[config.mk]
export PLATFORM = sky130hd
export DESIGN_NAME = mem_bus_arbiter
export DESIGN_NICKNAME = d
export VERILOG_FILES = /design/src/rtl/mem_bus_arbiter.sv
export SDC_FILE = /design/constraint.sdc
export NUM_CORES = 1
export LEC_CHECK = 0
export ABC_AREA = 1
export BUFFER_PORTS_ARGS = -buffer_cell sky130_fd_sc_hd__buf_2
export CORE_MARGIN = 2
export CORE_UTILIZATION = 40
export CTS_BUF_LIST = sky130_fd_sc_hd__clkbuf_2
export DETAILED_ROUTE_END_ITERATION = 8
export GPL_TIMING_DRIVEN = 0
export PLACE_DENSITY = 0.83
export REMOVE_ABC_BUFFERS = 1
export SYNTH_ARGS = -nofsm -noshare
export SYNTH_HDL_FRONTEND = slang
export SYNTH_SLANG_ARGS = --single-unit
[constraint.sdc]
create_clock -name clk -period 2.3 [get_ports clk]
set_input_delay 0 -clock clk [delete_from_list [all_inputs] [get_ports clk]]
set_output_delay 0 -clock clk [all_outputs]
set_load 0.01 [all_outputs]
[src/rtl/mem_bus_arbiter.sv]
// mem_bus_arbiter
//   Shares one single-port, variable-latency memory bus between the instruction
//   fetch port and the MEM-stage data port. Data accesses take priority over
//   fetches. Bus outputs are registered and held until ack. A flushed fetch is
//   drained silently. A bus cycle that never acks is aborted with a bus_err pulse.
//
// Ports
//   clk, resetn                  clock; synchronous active-high reset
//   if_req/if_addr               fetch request (held until if_ready)
//   if_rdata/if_ready            fetched word and one-cycle completion pulse
//   d_req/d_we/d_addr/d_wdata    data request from MEM (held until d_ready)
//   d_rdata/d_ready              load data (0 for stores) and completion pulse
//   flush                        exception flush; drops an in-flight fetch
//   stall_req                    combinational stall to the pipeline controller
//   bus_req/we/addr/wdata        registered bus cycle outputs
//   bus_ack/bus_rdata            bus completion and read data
//   bus_err                      one-cycle pulse on timeout abort
module mem_bus_arbiter #(
  parameter int TIMEOUT_CYCLES = 255,
  parameter int CNT_W          = 8
) (
  input  logic        clk,
  input  logic        resetn,
  input  logic        if_req,
  input  logic [31:0] if_addr,
  output logic [31:0] if_rdata,
  output logic        if_ready,
  input  logic        d_req,
  input  logic        d_we,
  input  logic [31:0] d_addr,
  input  logic [31:0] d_wdata,
  output logic [31:0] d_rdata,
  output logic        d_ready,
  input  logic        flush,
  output logic        stall_req,
  output logic        bus_req,
  output logic        bus_we,
  output logic [31:0] bus_addr,
  output logic [31:0] bus_wdata,
  input  logic        bus_ack,
  input  logic [31:0] bus_rdata,
  output logic        bus_err
);

  typedef enum logic [1:0] {
    IDLE    = 2'd0,
    D_WAIT  = 2'd1,
    I_WAIT  = 2'd2,
    I_DRAIN = 2'd3
  } state_t;

  localparam bit             TIMEOUT_EN   = (TIMEOUT_CYCLES != 0);
  localparam logic [CNT_W-1:0] TIMEOUT_LAST = CNT_W'(TIMEOUT_CYCLES - 1);

  state_t             state_q, state_d;
  logic               bus_req_q, bus_req_d;
  logic               bus_we_q, bus_we_d;
  logic [31:0]        bus_addr_q, bus_addr_d;
  logic [31:0]        bus_wdata_q, bus_wdata_d;
  logic [31:0]        if_rdata_q, if_rdata_d;
  logic               if_ready_q, if_ready_d;
  logic [31:0]        d_rdata_q, d_rdata_d;
  logic               d_ready_q, d_ready_d;
  logic               bus_err_q, bus_err_d;
  logic [CNT_W-1:0]   cnt_q, cnt_d;
  logic               timeout_hit;

  // The counter holds the number of completed wait cycles; this cycle is the
  // last one allowed when it already holds TIMEOUT_CYCLES-1. An ack in the same
  // cycle takes precedence over the abort.
  assign timeout_hit = TIMEOUT_EN && !bus_ack && (cnt_q == TIMEOUT_LAST);

  // Ready is registered, so a requester is still stalled in the cycle before
  // its pulse and released in the pulse cycle itself.
  assign stall_req = (d_req & ~d_ready_q) | (if_req & ~if_ready_q);

  // Next-state and registered-output logic. Ready and error are pulses, so
  // they default low every cycle; everything else holds unless updated.
  always_comb begin
    state_d     = state_q;
    bus_req_d   = bus_req_q;
    bus_we_d    = bus_we_q;
    bus_addr_d  = bus_addr_q;
    bus_wdata_d = bus_wdata_q;
    if_rdata_d  = if_rdata_q;
    if_ready_d  = 1'b0;
    d_rdata_d   = d_rdata_q;
    d_ready_d   = 1'b0;
    bus_err_d   = 1'b0;
    cnt_d       = cnt_q;

    case (state_q)
      IDLE: begin
        // A request seen in a ready cycle is treated as a new request, which
        // lets back-to-back accesses complete every two cycles.
        if (d_req) begin
          bus_req_d   = 1'b1;
          bus_we_d    = d_we;
          bus_addr_d  = d_addr;
          bus_wdata_d = d_wdata;
          cnt_d       = '0;
          state_d     = D_WAIT;
        end else if (if_req && !flush) begin
          bus_req_d   = 1'b1;
          bus_we_d    = 1'b0;
          bus_addr_d  = if_addr;
          bus_wdata_d = '0;
          cnt_d       = '0;
          state_d     = I_WAIT;
        end
      end

      D_WAIT: begin
        // Flush is ignored here: an accepted store must reach memory.
        if (bus_ack) begin
          bus_req_d = 1'b0;
          d_rdata_d = bus_we_q ? 32'h0 : bus_rdata;
          d_ready_d = 1'b1;
          state_d   = IDLE;
        end else if (timeout_hit) begin
          bus_req_d = 1'b0;
          d_rdata_d = 32'h0;
          d_ready_d = 1'b1;
          bus_err_d = 1'b1;
          state_d   = IDLE;
        end else begin
          cnt_d = cnt_q + CNT_W'(1);
        end
      end

      I_WAIT: begin
        // A flush coinciding with completion also discards the fetched word.
        if (bus_ack) begin
          bus_req_d = 1'b0;
          if (!flush) begin
            if_rdata_d = bus_rdata;
            if_ready_d = 1'b1;
          end
          state_d = IDLE;
        end else if (timeout_hit) begin
          bus_req_d = 1'b0;
          bus_err_d = 1'b1;
          if (!flush) begin
            if_rdata_d = 32'h0;
            if_ready_d = 1'b1;
          end
          state_d = IDLE;
        end else begin
          cnt_d = cnt_q + CNT_W'(1);
          if (flush) begin
            state_d = I_DRAIN;
          end
        end
      end

      I_DRAIN: begin
        // The bus cannot abort a cycle, so wait it out and drop the result.
        if (bus_ack) begin
          bus_req_d = 1'b0;
          state_d   = IDLE;
        end else if (timeout_hit) begin
          bus_req_d = 1'b0;
          bus_err_d = 1'b1;
          state_d   = IDLE;
        end else begin
          cnt_d = cnt_q + CNT_W'(1);
        end
      end

      default: begin
        bus_req_d = 1'b0;
        state_d   = IDLE;
      end
    endcase
  end

  always_ff @(posedge clk) begin
    if (resetn) begin
      state_q     <= IDLE;
      bus_req_q   <= 1'b0;
      bus_we_q    <= 1'b0;
      bus_addr_q  <= '0;
      bus_wdata_q <= '0;
      if_rdata_q  <= '0;
      if_ready_q  <= 1'b0;
      d_rdata_q   <= '0;
      d_ready_q   <= 1'b0;
      bus_err_q   <= 1'b0;
      cnt_q       <= '0;
    end else begin
      state_q     <= state_d;
      bus_req_q   <= bus_req_d;
      bus_we_q    <= bus_we_d;
      bus_addr_q  <= bus_addr_d;
      bus_wdata_q <= bus_wdata_d;
      if_rdata_q  <= if_rdata_d;
      if_ready_q  <= if_ready_d;
      d_rdata_q   <= d_rdata_d;
      d_ready_q   <= d_ready_d;
      bus_err_q   <= bus_err_d;
      cnt_q       <= cnt_d;
    end
  end

  assign bus_req   = bus_req_q;
  assign bus_we    = bus_we_q;
  assign bus_addr  = bus_addr_q;
  assign bus_wdata = bus_wdata_q;
  assign if_rdata  = if_rdata_q;
  assign if_ready  = if_ready_q;
  assign d_rdata   = d_rdata_q;
  assign d_ready   = d_ready_q;
  assign bus_err   = bus_err_q;

endmodule
==> run_results.csv <==
group,metric,value,unit
logic_synthesis,yosysTopAreaCell,"dfxtp_1",
setup_path,r2r_start,"cnt_q[0]",
routing,first_iter_violations,808,
logic_synthesis,ys_seq_area_frac,0.504,
worst_hold_path,hold_path.startpoint,"if_addr[13]",
setup_path,end_kind,"flip-flop",
setup_path,path_class,"reg2reg",
logic_synthesis,synth-seq-cells,143,
cts,cts_root_buf,"clkbuf_2",
cts,clockBufferDepth,2,
routing,met2_length,11800,µm
worst_hold_path,min_path_cells,4,
logic_synthesis,syn_avg_cell_area,7.57,µm²
final_layout,area_growth,60.9,%
routing,drcViolationCount,0,
sta,tightest_slew,1160,ps
routing,ant_nets,0,
logic_synthesis,synth_area,5680,µm²
grt,grt_max_degree,77,
routing,wl_per_cell,18.2,µm
logic_synthesis,ys_top_cells_by_area,"dfxtp_1, nand2_1, nand3_1",
final_layout,ff_latch_area,2860,µm²
logic_synthesis,synth_async_sr_flop_share,0,
cts,cts_sinks,143,
final_layout,multiInputGateArea,2410,µm²
logic_synthesis,yosys.cell_count.top_type,"nand2_1",
sta,layout_setup_ws,108,ps
final_layout,nFillCells,1008,
setup_path,r2r-end,"d_rdata[28]",
logic_synthesis,yosys.area.top_type_share,0.504,
pwr,p_per_area,616,nW/µm²
die,coreArea,13900,µm²
sta,period_needed,2190,ps
sta,fin_worst_skew,45.5,ps
logic_synthesis,ys_warn_count,0,
setup_path,startpoint_type,"flip-flop",
setup_path,rrSetupSlack,110,ps
die,start_util,0.410,
logic_synthesis,synth_common_cells,"nand2_1, dfxtp_1, nand3_1",
setup_path,r2r_cells,11,
pwr,vdd_ir_drop_max,404,µV
sta,finalSetupTns,0,ps
sta,max_freq,456,MHz
placed_design,place_inst,1147,
grt,grt_overflow,0,
sta,finalSetupViolCount,0,
routing,wl_met1,8820,µm
cts,cts_tree,"done",
die,die_x,123,µm
die,rows,43,
final_layout,final-instance-count-excl-fill,1364,
logic_synthesis,yosysUniqueCellTypes,28,
cts,clk_latency,710,ps
routing,topRoutingLayerUsed,"met4",
sta,whs,79.1,ps
placed_design,place.gp.congestion,0.822,
final_layout,final_core_util,0.659,
sta,period_share,0.953,
cts,cts_buffers,17,
routing,dr_total_vias,7386,
cts,cts-htree-levels,4,
placed_design,place_hpwl,11600,µm
setup_path,worstPathArrival,2830,ps
setup_path,worstPathMaxFanout,34,
logic_synthesis,syn_inst,751,
placed_design,portBuffers,268,
sta,slew_viol_final,0,
die,num_io_pins,269,
job,max-cap-violations,0,
placed_design,place_ws,-541,ps
pwr,leakage,4.49,nW
worst_hold_path,holdCritPathClass,"in2reg",
logic_synthesis,synth_edf_count,0,
final_layout,nets,1306,
grt,antenna_found_initial,2,
run_status,run_status,"finished clean",
sta,hold_violations,0,
sta,slew_headroom,0.228,
grt,grt_pass1_vias,7126,
routing,dr_wl_met3,2590,µm
setup_path,required,2940,ps
routing,routed_via_density,5.41,
worst_hold_path,whs_endpoint,"bus_addr[13]",
grt,grt_pass1_wl,36500,µm
routing,drt-total-wl,24900,µm
die,dieArea,15200,µm²
cts,path_clk_slew,230,ps
setup_path,critPathLaunch,"cnt_q[0]",
grt,grtUsageTotal,0.312,
die,die_height,123,µm
logic_synthesis,synthFlopType,"dfxtp_1",
final_layout,final_layout_size_suffix_gt1_frac,0.266,
routing,first_pass_iters,8,
==> cell type report <==
| cell class | instances | area share |
|---|---|---|
| timing repair buffer | 452 | 0.352 |
| clock buffer | 17 | 0.00930 |
| sequential | 143 | 0.313 |
| antenna | 3 | 0.000821 |
| inverter | 53 | 0.0230 |
| tap | 180 | 0.0246 |
| clock inverter | 14 | 0.0137 |
| multi-input combinational | 502 | 0.264 |
==> critical path, stage by stage, from the launching register on <==
cell	delay, ps
dfxtp_1	400
inv_1	90
ha_1	140
nand2_1	50
nor2_1	150
nand2_2	100
nand2_4	110
nand3_4	400
nor2_8	230
buf_12	170
nand3_1	130
nand2_1	120
==> sequential cells by signal, summed over array words and instances (netlist names), 2 cells and up <==
| register | cells |
|---|---|
| bus_addr | 32 |
| bus_wdata | 32 |
| d_rdata | 32 |
| if_rdata | 32 |
| cnt_q | 8 |
| state_q | 2 |
==> timing repair <==
| action | in CTS | in global routing |
|---|---|---|
| cloned | 1 | 0 |
| hold endpoints to repair | 141 | 0 |
| setup endpoints to repair | 63 | 87 |
| hold buffers | 179 | 0 |
| resized for setup | 3 | 4 |
| buffers inserted | 0 | 3 |
| pin swaps | 1 | 2 |
==> power breakdown <==
part	internal [mW]	total, mW	switching (mW)
logic	0.591	1.42	0.829
registers	2.67	2.81	0.136
clock network	0.470	1.41	0.936
total	3.73	5.63	1.90
==> placed cells by master, fill, tap and decap left out, drive strengths merged <==
cell type and instances:
xor2 1, bufinv 2, nand4 6, diode 3, a31oi 32, inv 53
buf 273, nor2 50, dfxtp 143, nand2 224, nor4 1, clkbuf 17
a21oi 40, nand3 77, a22oi 32, o22ai 1, dlygate4sd3 179, ha 2
clkinv 9, o21ai 34, o21bai 1, nor3 1, clkinvlp 3
==> metal layers <==
| layer | track usage | vias to the layer above |
|---|---|---|
| met4 | 0.199 | 0 |
| met1 | 0.331 | 3345 |
| met2 | 0.535 | 588 |
| li1 | - | 3305 |
| met5 | 0 | - |
| met3 | 0.0978 | 148 |
==> worst max path at each step <==
stage	slack (ps)	cells after the start	end
floorplan	-270	5	if_rdata[0]
finish	110	11	d_rdata[28]
global route	-0.03	11	d_rdata[25]
global placement	-1910	5	if_rdata[6]
detailed placement	-540	7	bus_addr[6]
CTS	40	10	d_rdata[25]
==> metrics by stage <==
stage	power, mW	area, µm²
2_1_floorplan	3.35	5450
3_5_place_dp	3.86	7070
4_1_cts	5.46	9090
3_3_place_gp	3.83	7010
5_1_grt	5.86	9150
6_report	5.63	9150
==> kinds of logic after synthesis <==
family / synth area share
AO/OA/AOI/OAI: 0.145
XOR/XNOR: 0.00154
adder cells (fa/ha/maj): 0.00440
buffers and inverters: 0.0770
flip-flops: 0.504
AND/OR/NAND/NOR: 0.268
Power figures use the tool's default switching activity.
